$ cat config.mk
export PLATFORM = sky130hd
export DESIGN_NAME = echo_pipe
export DESIGN_NICKNAME = d
export VERILOG_FILES = /design/src/rtl/echo_pipe.sv
export SDC_FILE = /design/constraint.sdc
export NUM_CORES = 1
export LEC_CHECK = 0
export CORE_UTILIZATION = 55
export CTS_BUF_LIST = sky130_fd_sc_hd__clkbuf_4 sky130_fd_sc_hd__clkbuf_8
export CTS_CLUSTER_SIZE = 25
export DETAILED_ROUTE_END_ITERATION = 7
export MAX_ROUTING_LAYER = met4
export PLACE_DENSITY_LB_ADDON = 0.1
export SKIP_LAST_GASP = 1
export SYNTH_ARGS = -nofsm -noshare
export SYNTH_HDL_FRONTEND = slang
export SYNTH_SLANG_ARGS = --single-unit
export TNS_END_PERCENT = 1
$ cat constraint.sdc
create_clock -name clk -period 1.8 [get_ports clk]
set_input_delay 0.36 -clock clk [delete_from_list [all_inputs] [get_ports clk]]
set_output_delay 0.36 -clock clk [all_outputs]
set_load 0.005 [all_outputs]
$ cat src/rtl/echo_pipe.sv
// echo_pipe: registered, mode-selectable echo path from the digital input bus
// to the analog output pins (pass, programmable delay, sample-and-hold, invert).
module echo_pipe #(
  parameter int IN_WIDTH  = 12,
  parameter int OUT_WIDTH = 6,
  parameter int DEPTH     = 8,
  parameter int CNT_WIDTH = 16
) (
  input  logic                     clk,
  input  logic                     rst,
  input  logic [IN_WIDTH-1:0]      digital,
  input  logic                     in_valid,
  input  logic [1:0]               mode,
  input  logic [$clog2(DEPTH)-1:0] delay_sel,
  output logic [OUT_WIDTH-1:0]     analog,
  output logic                     out_valid,
  output logic [CNT_WIDTH-1:0]     count
);

  typedef enum logic [1:0] {
    MODE_PASS   = 2'b00,
    MODE_DELAY  = 2'b01,
    MODE_HOLD   = 2'b10,
    MODE_INVERT = 2'b11
  } mode_e;

  // Parameter legality is checked while elaborating.
  if (OUT_WIDTH > IN_WIDTH) begin : g_bad_width
    $error("echo_pipe: OUT_WIDTH (%0d) exceeds IN_WIDTH (%0d)", OUT_WIDTH, IN_WIDTH);
  end
  if (DEPTH < 2 || (DEPTH & (DEPTH - 1)) != 0) begin : g_bad_depth
    $error("echo_pipe: DEPTH (%0d) must be a power of two >= 2", DEPTH);
  end

  mode_e                 w_mode;
  logic [OUT_WIDTH-1:0]  w_sample;
  logic [OUT_WIDTH-1:0]  w_analog_nxt;
  logic                  w_valid_nxt;

  logic [OUT_WIDTH-1:0]  r_stage_data  [DEPTH];
  logic                  r_stage_valid [DEPTH];
  logic [OUT_WIDTH-1:0]  r_hold;
  logic                  r_hold_seen;
  logic [OUT_WIDTH-1:0]  r_analog;
  logic                  r_out_valid;
  logic [CNT_WIDTH-1:0]  r_count;

  assign w_mode   = mode_e'(mode);
  // Only the low OUT_WIDTH bits are carried; the rest are dropped without rounding.
  assign w_sample = digital[OUT_WIDTH-1:0];

  if (IN_WIDTH > OUT_WIDTH) begin : g_drop_upper
    logic w_unused_upper;
    assign w_unused_upper = ^digital[IN_WIDTH-1:OUT_WIDTH];
  end

  // Select the next output sample according to the active mode.
  always_comb begin
    w_analog_nxt = r_analog;
    w_valid_nxt  = r_out_valid;
    unique case (w_mode)
      MODE_PASS: begin
        w_analog_nxt = w_sample;
        w_valid_nxt  = in_valid;
      end
      MODE_DELAY: begin
        w_analog_nxt = r_stage_data[delay_sel];
        w_valid_nxt  = r_stage_valid[delay_sel];
      end
      MODE_HOLD: begin
        w_analog_nxt = r_hold;
        w_valid_nxt  = r_hold_seen;
      end
      MODE_INVERT: begin
        w_analog_nxt = ~w_sample;
        w_valid_nxt  = in_valid;
      end
      default: ;
    endcase
  end

  // Delay line shifts every cycle in every mode; bubbles travel as valid=0.
  always_ff @(posedge clk) begin
    if (rst) begin
      for (int unsigned k = 0; k < DEPTH; k++) begin
        r_stage_data[k]  <= '0;
        r_stage_valid[k] <= 1'b0;
      end
    end else begin
      r_stage_data[0]  <= w_sample;
      r_stage_valid[0] <= in_valid;
      for (int unsigned k = 1; k < DEPTH; k++) begin
        r_stage_data[k]  <= r_stage_data[k-1];
        r_stage_valid[k] <= r_stage_valid[k-1];
      end
    end
  end

  // Hold register captures only on accepted samples while in hold mode.
  always_ff @(posedge clk) begin
    if (rst) begin
      r_hold      <= '0;
      r_hold_seen <= 1'b0;
    end else if (w_mode == MODE_HOLD && in_valid) begin
      r_hold      <= w_sample;
      r_hold_seen <= 1'b1;
    end
  end

  // Output register.
  always_ff @(posedge clk) begin
    if (rst) begin
      r_analog    <= '0;
      r_out_valid <= 1'b0;
    end else begin
      r_analog    <= w_analog_nxt;
      r_out_valid <= w_valid_nxt;
    end
  end

  // Saturating count of accepted samples.
  always_ff @(posedge clk) begin
    if (rst) begin
      r_count <= '0;
    end else if (in_valid && r_count != '1) begin
      r_count <= r_count + 1'b1;
    end
  end

  assign analog    = r_analog;
  assign out_valid = r_out_valid;
  assign count     = r_count;

endmodule

* Word level (Yosys, flattened, before mapping)
Memory sizes are Yosys's and may differ from the RTL's.
Index checks and enable logic that the tools add are counted.
** Word-level totals
- Flip-flop bits (word level) :: 30
- Memory bits (writable) :: 56
- Output and inout port bits :: 23
- Logic and storage cells :: 54
- Memories :: 2
** Memories
- r_stage_data :: words 8, bits a word 6, rd ports 8, clocked after Yosys merged registers in 0, write ports 8, line 40 : logic [OUT_WIDTH-1:0] r_stage_data [DEPTH];
- r_stage_valid :: words 8, bits a word 1, rd ports 8, clocked after Yosys merged registers in 0, write ports 8, line 41 : logic r_stage_valid [DEPTH];
** Operators by class
- $add $sub $neg :: 1
- Eq/ne operators :: 4
- Multiplexer cells :: 21
- Bitwise logic cells :: 17
- Reductions and logical operators :: 4
** Operators by type and width (count)
- 6-bit 2-to-1 mux :: 8
- 6-bit one-hot mux with 4 select lines :: 1
- 16-bit by 1-bit adder with 16-bit output (second input constant) :: 1
- 16-bit inequality test (second input constant) :: 1
- 1-bit bitwise OR :: 16
- 1-bit 2-to-1 mux :: 11
- 6-bit inverter :: 1
- 2-bit equality test (second input constant) :: 2
- 1-bit one-hot mux with 3 select lines :: 1
- 2-bit by 1-bit equality test with 1-bit output (second input constant) :: 1
- 1-bit logical AND :: 2
- 2-bit logical NOT :: 1
- 2-bit OR reduction :: 1

* Logic depth before layout (Yosys ltp)
- Word-level depth :: 3
- Gate-level depth with buffers :: 6
- Depth with buffers taken out :: 5

* Least setup slack after synthesis
OpenSTA, ideal clock, no wires.
- Path type :: register to register
- Start point :: reg r_count[0], in the netlist count[0]
- End point :: reg r_count[12], in the netlist count[12]
- Setup time :: 121 ps
- Data arrival time :: 1554 ps
- Data required time :: 1679 ps
- Slack :: 125 ps
- Cell stages (with the launch flop) :: 7
- Path buffers :: 1
- Clock period less this slack :: 1675 ps
- Cell sequence :: dfxtp_1 -> ha_1 -> nand3_1 -> or2_1 -> buf_6 -> nor4_1 -> mux2_2
** Between the ends
- Cells in the longest elaborated chain, start to end :: 2
- Elaborated cells between the ends (all ways) :: 3
- Classes of those cells :: 1 x add/sub; 1 x eq/ne; 1 x reduce/logical
** RTL lines
- from (decl) :: line 46 : logic [CNT_WIDTH-1:0] r_count;
- from (signal assigned) :: line 126 : r_count <= r_count + 1'b1;
- branches (longest 2 deep; another with 16-bit by 1-bit adder with 16-bit output)
Several ways; the timed one is not identified.
A chain may end at the register's enable or synchronous reset.

* Final worst setup path
- Start point :: reg r_count[3], in the netlist count[3]
- End point :: out count[3]
** RTL lines
- to (decl) :: line 17 : output logic [CNT_WIDTH-1:0] count
No word-level cell between the ends.

==> metrics.sh <==
GRT_USAGE_PCT=24.1
WORST-ENDPOINT-ARRIVAL_PS=1390
FIRST_GLOBAL_VIAS=2510
TIMING_HOLD_VIOLATIONS_FINAL=0
SYNTH-EDFF-COUNT=0
MAX-CLOCK-PATH-BUFFERS=2
FLOORPLAN.DIE_AREA_UM2=6540
SYNTH_SEQ_CELLS=86
CLOCK_TREE.HTREE_LEVEL_COUNT=3
DETAIL_ROUTE.VIAS_PER_CELL=5.54
TIMING.SLEW.HEADROOM_PCT=69.0
CLK_ROOT_BUFFER_CELL='sky130_fd_sc_hd__clkbuf_8'
WORSTSETUPPATHTYPE='reg -> out'
P_COMB_SHARE_PCT=8.2
DRV.MAX_CAP_VIOLATION_COUNT=0
ANTENNA-DIODE-COUNT=0
WIRELENGTH_UM=7060
CRITICAL_PATH_FANOUTS_MAX=8
NUM_VIAS=2613
DRT_ITER0_DRC=123
PIN_COUNT=43
PLACEABLECOREAREA_UM2=5960
CTS-BUFFERS-INSERTED=9
GRT_SETUP_UNREPAIRED='yes'
WORST_PATH_LARGEST_CELL_DELAY_PS=560
P_INT_mW=2.80
SW_FRAC_OF_TOTAL_PCT=22.7
WIRE_LENGTH_OF_THE_FIRST_GLOBAL_ROUTING_PASS_UM=11500
FINISH.NET_COUNT=418
CP_DATA_REQUIRED_TIME_PS=1440
AREA_ADDED_BETWEEN_SYNTHESIS_AND_FINISH_PCT=24.2
DP_CELLS=456
STARTING_DENSITY_OF_THE_CORE_PCT=57.4
POWER.LEAKAGE_nW=1.65
P_PER_AREA_nW_PER_UM2=853
FINALWEIGHTEDCONGESTION=0.892
CRITICAL_PATH.STARTPOINT_TYPE='flip-flop'
CTS_NUM_SINKS=86
CRITICAL_PATH_BUF_INV_COUNT=1
WORSTMARGINPINSLEW_PS=464
IO_BUFFER_COUNT=36
STATUS='complete, no violations'
ROWS=28
POST-ROUTE-MIN-PERIOD_PS=1750
CLK_TRANSITION_REPORTED_PATHS_PS=80
GRT_START_MAX_NET_PINS=63
FINCLKSKEW_PS=7.21
POST-CTS-SETUP-BUFFER-COUNT=0
POST_ROUTE_CLOCK_PERIOD_UTILIZATION_PCT=97.0
DIEHEIGHT_UM=80.9
FINALNONFILLERCELLS=472
SYN_NETS=358
CLOCK_SHARE_OF_POWER_PCT=37.4
NFILLCELLS=462
DP_HPWL_UM=4980
RRSETUPSLACK_PS=160
POWER_FRAC_SEQ_PCT=54.4
AVGSYNTHCELLAREA_UM2=10.3
REMAINING_DRC_ERRORS=0
ROUTE.DETAILED.WL_PER_INST_UM=14.9
MAX-VDD-IR-DROP_uV=620
YS_WARN_COUNT=0
POST_SYNTHESIS_ASYNC_SET_OR_RESET_FLOP_SHARE_PCT=0
END_KIND='output port'
POSTSYNTH.TOPFLOPCELL='sky130_fd_sc_hd__dfxtp_1'
CELL_TYPE_GROUP_WITH_THE_LARGEST_TOTAL_DELAY_ON_THE_CRITICAL_PATH='buffers and inverters'
GRT_ANTENNA_BEFORE_REPAIR=0
LEFTOVER_OVERFLOW_AT_THE_END_OF_GLOBAL_ROUTING=0
SLOWEST_CELL_ON_CRIT_PATH='sky130_fd_sc_hd__clkdlybuf4s50_1'
FINALSETUPVIOLATIONS=0
HOLDCRITPATHCLASS='in -> reg'
DIE-WIDTH_UM=80.9
P_SWITCHING_mW=0.823
CLK_LATENCY_PS=350
SYNTH_SEQ_AREA_SHARE_PCT=50.3
DRTANTENNAVIOLNETS=0
MAXSLEWVIOLCOUNT=0
TRITONCTS_CLOCK_TREE='yes'
SYNTH.LIB_CELLS_USED.DISTINCT=41
DRIVE_GT1_SHARE_PCT=17.1
TIMING.CRITICAL_PATH.CELLS='clkdlybuf4s50_1'
NETLIST_INSTANCES=332
FIRSTDRTPASSITERS=5
SYNTHESIS.AREA_UM2=3420
FINALSETUPTNS_PS=0
ACHIEVABLE-FREQUENCY_GHz=0.573
[registers in the layout (all words and copies together), names as in the netlist]
name           cells
count             16
out_valid          1
r_hold_seen        1
r_hold             6
r_stage_data      48
r_stage_valid      8
analog             6
[layout make-up]
cell class / count / area (um^2) / area share (%)
well taps: 75 / 93.8 / 2.21
clock inverters: 5 / 58.8 / 1.38
inverters: 12 / 45.0 / 1.06
flip-flops and latches: 86 / 1720 / 40.5
multi-input cells: 215 / 1560 / 36.8
clock buffers: 11 / 145 / 3.42
repair buffers: 68 / 621 / 14.6
[placed cells by master, fill, tap and decap left out, types with 4 or more instances in the layout]
master / instances
sky130_fd_sc_hd__a21oi_1: 14
sky130_fd_sc_hd__a221oi_1: 13
sky130_fd_sc_hd__a22oi_1: 4
sky130_fd_sc_hd__buf_4: 30
sky130_fd_sc_hd__clkbuf_8: 10
sky130_fd_sc_hd__clkdlybuf4s50_1: 35
sky130_fd_sc_hd__dfxtp_1: 86
sky130_fd_sc_hd__ha_1: 6
sky130_fd_sc_hd__inv_1: 12
sky130_fd_sc_hd__mux2i_1: 14
sky130_fd_sc_hd__mux4_2: 8
sky130_fd_sc_hd__nand2_1: 11
sky130_fd_sc_hd__nand2b_1: 7
sky130_fd_sc_hd__nand3_1: 17
sky130_fd_sc_hd__nor2_1: 18
sky130_fd_sc_hd__nor2b_1: 53
sky130_fd_sc_hd__nor3_1: 6
[cells in the mapped netlist, types with 2 or more instances]
| cell type | instances | area [um^2] |
|---|---|---|
| sky130_fd_sc_hd__nor2b_1 | 53 | 332 |
| sky130_fd_sc_hd__mux2i_1 | 14 | 140 |
| sky130_fd_sc_hd__nand4_2 | 2 | 25.0 |
| sky130_fd_sc_hd__nand2_1 | 11 | 41.3 |
| sky130_fd_sc_hd__nor3_1 | 6 | 30.0 |
| sky130_fd_sc_hd__buf_6 | 3 | 33.8 |
| sky130_fd_sc_hd__nor2_1 | 18 | 67.6 |
| sky130_fd_sc_hd__nor4_2 | 2 | 25.0 |
| sky130_fd_sc_hd__a211oi_1 | 3 | 22.5 |
| sky130_fd_sc_hd__ha_1 | 6 | 75.1 |
| sky130_fd_sc_hd__a22oi_1 | 4 | 30.0 |
| sky130_fd_sc_hd__o21ai_0 | 3 | 15.0 |
| sky130_fd_sc_hd__or3_1 | 3 | 18.8 |
| sky130_fd_sc_hd__mux2_2 | 2 | 22.5 |
| sky130_fd_sc_hd__dfxtp_1 | 86 | 1720 |
| sky130_fd_sc_hd__and4_1 | 3 | 26.3 |
| sky130_fd_sc_hd__o2111ai_1 | 2 | 17.5 |
| sky130_fd_sc_hd__or4_1 | 2 | 15.0 |
| sky130_fd_sc_hd__a21oi_1 | 14 | 70.1 |
| sky130_fd_sc_hd__inv_1 | 12 | 45.0 |
| sky130_fd_sc_hd__a221oi_1 | 13 | 114 |
| sky130_fd_sc_hd__nand3b_1 | 2 | 15.0 |
| sky130_fd_sc_hd__nand2b_1 | 7 | 43.8 |
| sky130_fd_sc_hd__clkbuf_1 | 14 | 52.6 |
| sky130_fd_sc_hd__nand4_1 | 3 | 18.8 |
| sky130_fd_sc_hd__mux4_2 | 8 | 180 |
| sky130_fd_sc_hd__nand3_1 | 17 | 85.1 |
| sky130_fd_sc_hd__nor4_1 | 4 | 25.0 |
| sky130_fd_sc_hd__a31oi_1 | 3 | 18.8 |
[power groups by stage]
stage | Sequential, mW | Clock (mW) | Combinational (mW)
floorplan | 2.01 | 0 | 0.161
global placement | 2.02 | 0 | 0.292
detailed placement | 2.02 | 0 | 0.298
CTS | 1.97 | 1.39 | 0.299
global route | 1.98 | 1.46 | 0.322
finish | 1.97 | 1.36 | 0.296
[per-stage QoR]
stage	instance area [um^2]	utilization [%]	setup WS (ps)	total power, mW	hold slack (ps)
2_1_floorplan	3420	-	125	2.17	432
3_3_place_gp	4040	67.8	-272	2.31	443
3_5_place_dp	4040	67.8	-302	2.31	453
4_1_cts	4240	71.2	46.7	3.66	394
5_1_grt	4250	71.3	-3.66	3.76	404
6_report	4250	71.3	54.4	3.62	397
[metal layers]
metal / track usage (%) / up-vias / wire length (um)
met5: - / - / 0
met4: 10.7 / 0 / 142
met3: 5.96 / 14 / 280
met2: 38.4 / 62 / 3480
met1: 28.7 / 1240 / 3150
li1: - / 1297 / -
[path summary, 6_finish.rpt]
| path | startpoint | endpoint | cells past startpoint |
|---|---|---|---|
| setup reg to reg | count[0] | count[12] | 5 |
| hold / removal | rst | count[6] | 2 |
| setup / recovery | count[3] | count[3] | 1 |
| hold reg to reg | r_stage_data[6][4] | r_stage_data[7][4] | 1 |
[cell families after synthesis]
logic type	share of synthesized area, %
AO/OA/AOI/OAI	9.11
adder cells (fa/ha/maj)	2.19
buffers and inverters	4.13
flip-flops	50.3
multiplexers	10.5
AND/OR/NAND/NOR	23.8
[what timing repair did]
item / 4_1_cts / 5_1_grt
endpoints found under the setup margin: 0 / 2
hold buffers: 0 / 0
gates resized for setup: 0 / 1
No activity file was read; power rests on OpenSTA's default activity.
